===== src/rtl/aes_mix_columns_seq.sv =====
// aes_mix_columns_seq: multi-cycle AES (Inv)MixColumns engine with valid/ready handshakes
module aes_mix_columns_seq #(
  parameter int COLS_PER_CYCLE = 1,
  parameter int INV_EN = 1
) (
  input  logic         clk,
  input  logic         rst_n,
  input  logic         in_valid,
  output logic         in_ready,
  input  logic [127:0] state_in,
  input  logic         mode,
  output logic         out_valid,
  input  logic         out_ready,
  output logic [127:0] state_out,
  output logic         busy
);
  localparam int NSTEP = 4 / COLS_PER_CYCLE;
  localparam logic [1:0] IDLE = 2'd0;
  localparam logic [1:0] BUSY = 2'd1;
  localparam logic [1:0] DONE = 2'd2;
  if (!(COLS_PER_CYCLE == 1 || COLS_PER_CYCLE == 2 || COLS_PER_CYCLE == 4)) begin : g_bad_cols
    $error("COLS_PER_CYCLE must be 1, 2 or 4");
  end
  logic [1:0]   state, cnt;
  logic         mode_r, last;
  logic [127:0] work, next_work;
  logic [6:0]   lsb     [COLS_PER_CYCLE];
  logic [31:0]  col_in  [COLS_PER_CYCLE];
  logic [31:0]  col_out [COLS_PER_CYCLE];
  function automatic logic [7:0] xt(input logic [7:0] x);
    return {x[6:0], 1'b0} ^ (x[7] ? 8'h1b : 8'h00);
  endfunction
  // Each output byte is a rotating sum of four coefficient products; the
  // inverse coefficients 0e/0b/0d/09 are assembled from x2, x4 and x8.
  function automatic logic [31:0] mix(input logic [31:0] c, input logic inv);
    logic [7:0] a, x2, x4, x8;
    logic [7:0] p0 [4];
    logic [7:0] p1 [4];
    logic [7:0] p2 [4];
    logic [7:0] p3 [4];
    logic [31:0] res;
    for (int r = 0; r < 4; r++) begin
      a  = c[31-8*r -: 8];
      x2 = xt(a);
      x4 = xt(x2);
      x8 = xt(x4);
      p0[r] = inv ? x8 ^ x4 ^ x2 : x2;
      p1[r] = inv ? x8 ^ x2 ^ a  : x2 ^ a;
      p2[r] = inv ? x8 ^ x4 ^ a  : a;
      p3[r] = inv ? x8 ^ a       : a;
    end
    for (int r = 0; r < 4; r++)
      res[31-8*r -: 8] = p0[r] ^ p1[(r+1)%4] ^ p2[(r+2)%4] ^ p3[(r+3)%4];
    return res;
  endfunction
  for (genvar k = 0; k < COLS_PER_CYCLE; k++) begin : g_col
    assign lsb[k]     = 7'(96 - 32 * (int'(cnt) * COLS_PER_CYCLE + k));
    assign col_in[k]  = work[lsb[k] +: 32];
    assign col_out[k] = mix(col_in[k], (INV_EN != 0) && mode_r);
  end
  assign last      = cnt == 2'(NSTEP - 1);
  assign in_ready  = (state == IDLE) | ((state == DONE) & out_ready);
  assign out_valid = state == DONE;
  assign busy      = (state == BUSY) | (state == DONE);
  // Write the freshly mixed column group back into the working state
  always_comb begin
    next_work = work;
    for (int k = 0; k < COLS_PER_CYCLE; k++) next_work[lsb[k] +: 32] = col_out[k];
  end
  // Handshake FSM; state_out only changes when a complete result lands
  always_ff @(posedge clk or negedge rst_n) begin
    if (!rst_n) begin
      state     <= IDLE;
      cnt       <= 2'd0;
      mode_r    <= 1'b0;
      work      <= '0;
      state_out <= '0;
    end else if (in_valid && in_ready) begin
      state  <= BUSY;
      cnt    <= 2'd0;
      mode_r <= (INV_EN != 0) && mode;
      work   <= state_in;
    end else if (state == BUSY) begin
      work <= next_work;
      cnt  <= cnt + 2'd1;
      if (last) begin
        state     <= DONE;
        state_out <= next_work;
      end
    end else if (state == DONE && out_ready) begin
      state <= IDLE;
    end
  end
endmodule


===== config.mk =====
export PLATFORM = sky130hd
export DESIGN_NAME = aes_mix_columns_seq
export DESIGN_NICKNAME = d
export VERILOG_FILES = /design/src/rtl/aes_mix_columns_seq.sv
export SDC_FILE = /design/constraint.sdc
export NUM_CORES = 1
export LEC_CHECK = 0
export CELL_PAD_IN_SITES_DETAIL_PLACEMENT = 1
export CELL_PAD_IN_SITES_GLOBAL_PLACEMENT = 1
export CORE_MARGIN = 2
export CORE_UTILIZATION = 35
export CTS_BUF_LIST = sky130_fd_sc_hd__clkbuf_8
export DETAILED_ROUTE_END_ITERATION = 16
export PLACE_DENSITY = 0.67
export SLEW_MARGIN = 40
export SYNTH_ARGS = -nofsm -noshare
export SYNTH_HDL_FRONTEND = slang
export SYNTH_SLANG_ARGS = --single-unit

===== constraint.sdc =====
create_clock -name clk -period 4.15 [get_ports clk]
set_clock_uncertainty 0.1 [all_clocks]
set_input_delay 0.83 -clock clk [delete_from_list [all_inputs] [get_ports clk]]
set_output_delay 0.83 -clock clk [all_outputs]
set_load 0.01 [all_outputs]

==> reports/summary.md <==
The flow ran to the end, and the final reports show no timing, DRC or antenna violations. The complex-gate fraction of the synthesized area works out to 0.147. The largest total area in the synthesized netlist belongs to dfrtp_1. For the worst max-slew margin expressed relative to the limit, the log shows 0.483. The post-route minimum period works out to 3.79 ns. After detailed routing, the total wire length is 59800 um. The logs give 2 for the total number of H-tree levels and 42500 um for the half-perimeter wire length after detailed placement. The die height is 208 um, and the overall routing resource usage is 0.274. The number of I/O pins is 264, and the slew at the pin closest to its max-slew limit is 0.773 ns. The xor/xnor share of the synthesized area is 0.152, and the number of diodes added for antenna fixing is 0. In this run the clock root is driven by a clkbuf_8. Row count: 74. Using the TritonRoute via totals, the vias-per-cell ratio works out to 5.56. At the worst endpoint, the required time is 4.60 ns. The tools report the global-route wire length before repair as 88900 um. In this run the worst path has a maximum fanout of 13. The clock latency of the later-clocked register in the worst-skew pair was 0.65 ns.

The quantity of I/O buffers inserted on ports was 263; the worst-case clock buffer depth was 3. The total count of hold-check failures in the final report came out at 0. Most used routing layer: met2. The clock transition time at the flip-flop clock pins of the worst setup and hold paths is 0.06 ns. Once the clock tree was built, the setup fixing pass inserted 0 buffers. Derived from the worst setup path, the maximum achievable clock frequency is 264 MHz. The proportion of register bits with asynchronous set or reset after synthesis is 1.00. Routability-driven placement finished with a final weighted congestion of 0.914. The run gives 2 as the initial antenna violation count. The worst register-to-register path begins at cnt[0]$_DFFE_PN0P_. Leaving out filler cells and counting taps, the final layout contains 2307. Fraction of synthesized cell area taken by the top area cell type: 0.449. Setup repair after global routing left no endpoint under its margin. The netlist area before placement is 14500 um2, and the total number of vias is 12800. The logs give 40900 um2 for the floorplan core area and 13500 for the via count of the first global-routing pass.

The number of enable-type register cells in the synthesized netlist is 0. The count of TritonRoute iterations in the first routing pass is 5. TritonCTS built the clock tree.

The worst setup path is launched from a flip-flop. The worst setup path category is reg2reg. After detailed routing, the number of remaining DRC violations is 0.

The die outline width is 208 um, and the flip-flop and latch count after synthesis is 261. The net total in the final layout was 1880. The final count of negative-setup-slack endpoints is 0. Synthesis handed over a netlist of 1489 instances.

The initial core utilization came out at 0.355. In this run, the number of DRC markers left after iteration 0 of detailed routing was 1065. The run gives 0.387 as the met1 global-route usage. The multiplexer area fraction after synthesis was 0.0523; the leftover overflow at the end of global routing was 0. The share of final-layout standard cells stronger than drive strength 1 is 0.115, and the warning count from the yosys run is 0.

The adder and majority gate portion of the synthesized area is 0.00689, and the arrival time reported for the critical path endpoint is 4.24 ns. The predominant post-synthesis flop cell is dfrtp_1. The final-report max-slew violation count is 0. The net count after synthesis is 1630, and the number of hold-repair buffers added at the cts stage is 0.

The tools report the number of sinks handled by clock tree synthesis as 261. The number of gates given a new drive strength after cts is 0. The most common cell in the synthesized netlist is dfrtp_1. The area enclosed by the die boundary is 43200 um2, and the wire length per cell is 25.9 um. Ranked by total cell area, the synthesized netlist is headed by dfrtp_1 45%, xnor2_1 7.1%, nand2_1 6.0%. The total negative setup slack is 0 ns, and the largest net degree at the start of global routing is 116. The worst setup path is captured at a flip-flop. Once detail routing completed, the nets flagged for antenna violations numbered 0. The filler cell count in the final layout came out at 4590. Compared with the post-synthesis result, the final layout area differs by 30.1%. In this run, placement finished with an instance count of 2222. Post-route clock period utilization: 0.914. The average cell area after synthesis was 9.76 um2. The simple-gate portion of the synthesized area is 0.155, and the setup slack on the worst flop-to-flop path is 0.36 ns. Tracing the worst setup path back leads to its startpoint at cnt[0]$_DFFE_PN0P_. Sorting the synthesized cells by how often they occur yields 261 x dfrtp_1, 231 x nand2_1, 139 x a21oi_1.

The worst hold path belongs to the class in2async. By area, the combinational part of the netlist is dominated by simple AND/OR/NAND/NOR gates. The logs give 0.0551 for the fraction of met3 tracks used by global routing and 53 for the post-synthesis cell type count. Counting the buffers created by CTS gives 47.

Across the run, the number of max-cap violations was 0. The share of the yosys chip area belonging to registers came out at 0.449. The met2 track utilization from global routing was 0.421.
[logic make-up (layout without fill, tap and decap cells)]
logic type               Yosys count  after routing
AO/OA/AOI/OAI                    370            370
XOR/XNOR                         193            193
adder cells (fa/ha/maj)            8              8
buffers and inverters            125            411
flip-flops                       261            261
multiplexers                      36             36
AND/OR/NAND/NOR                  496            496
[cell usage in the layout (no fill, tap or decap), drive strengths merged, types with 20 or more instances in the layout]
master,instances
o22ai,75
buf,57
xor2,38
dfrtp,261
clkdlybuf4s50,262
o21ai,100
a21oi,139
xnor2,132
nand2b,25
nand3b,46
mux4,32
nor2,132
inv,20
nand2,233
clkbuf,63
[sequential cells by signal (all words and copies together) (netlist names)]
name       flops
state          2
mode_r         1
cnt            2
state_out    128
work         128
[path summary, 6_finish.rpt]
kind / end / cells after the start
worst max-delay path: work[20]$_DFFE_PN0P_ / 8
worst max register to register: work[20]$_DFFE_PN0P_ / 8
min in group clk: state_out[77]$_DFFE_PN0P_ / 2
max in group asynchronous: work[87]$_DFFE_PN0P_ / 2
worst min register to register: state_out[77]$_DFFE_PN0P_ / 2
worst min-delay path: state_out[104]$_DFFE_PN0P_ / 1
[cell type report]
type	instances	area, um2	share of cell area
tap	532	666	0.0352
clock inverter	22	174	0.00920
multi-input combinational	1103	7480	0.396
timing repair buffer	319	3160	0.167
clock buffer	63	867	0.0459
inverter	7	26.3	0.00139
sequential	261	6530	0.346
[worst max-delay path, cell delays in order (launching register included)]
cell and delay, ns:
dfrtp_2 0.66, mux4_2 0.73, xor2_4 0.31, xnor3_1 0.54, xnor3_1 0.40, and2_4 0.18, xnor3_1 0.43, or2_4 0.28
nand3_2 0.06
[per-stage QoR]
| stage | worst slack (ns) | hold slack [ns] | utilization | area [um2] |
|---|---|---|---|---|
| after floorplan | 0.845 | 0.395 | - | 14500 |
| after global placement | 0.352 | 0.357 | 0.436 | 17900 |
| after detailed placement | 0.379 | 0.363 | 0.437 | 17900 |
| after CTS | 0.331 | 0.0220 | 0.462 | 18900 |
| after global routing | 0.103 | 0.0547 | 0.462 | 18900 |
| final | 0.357 | 0.0332 | 0.462 | 18900 |
[per-layer routing]
| metal | share of wire | vias up |
|---|---|---|
| met5 | 0.00030 | - |
| met4 | 0.028 | 4 |
| met3 | 0.068 | 94 |
| met2 | 0.45 | 513 |
| met1 | 0.45 | 6556 |
| li1 | - | 5662 |
Power is left out: the tool's default activity adds up to more than one toggle a clock period on the data nets, which glitch-free logic cannot reach.
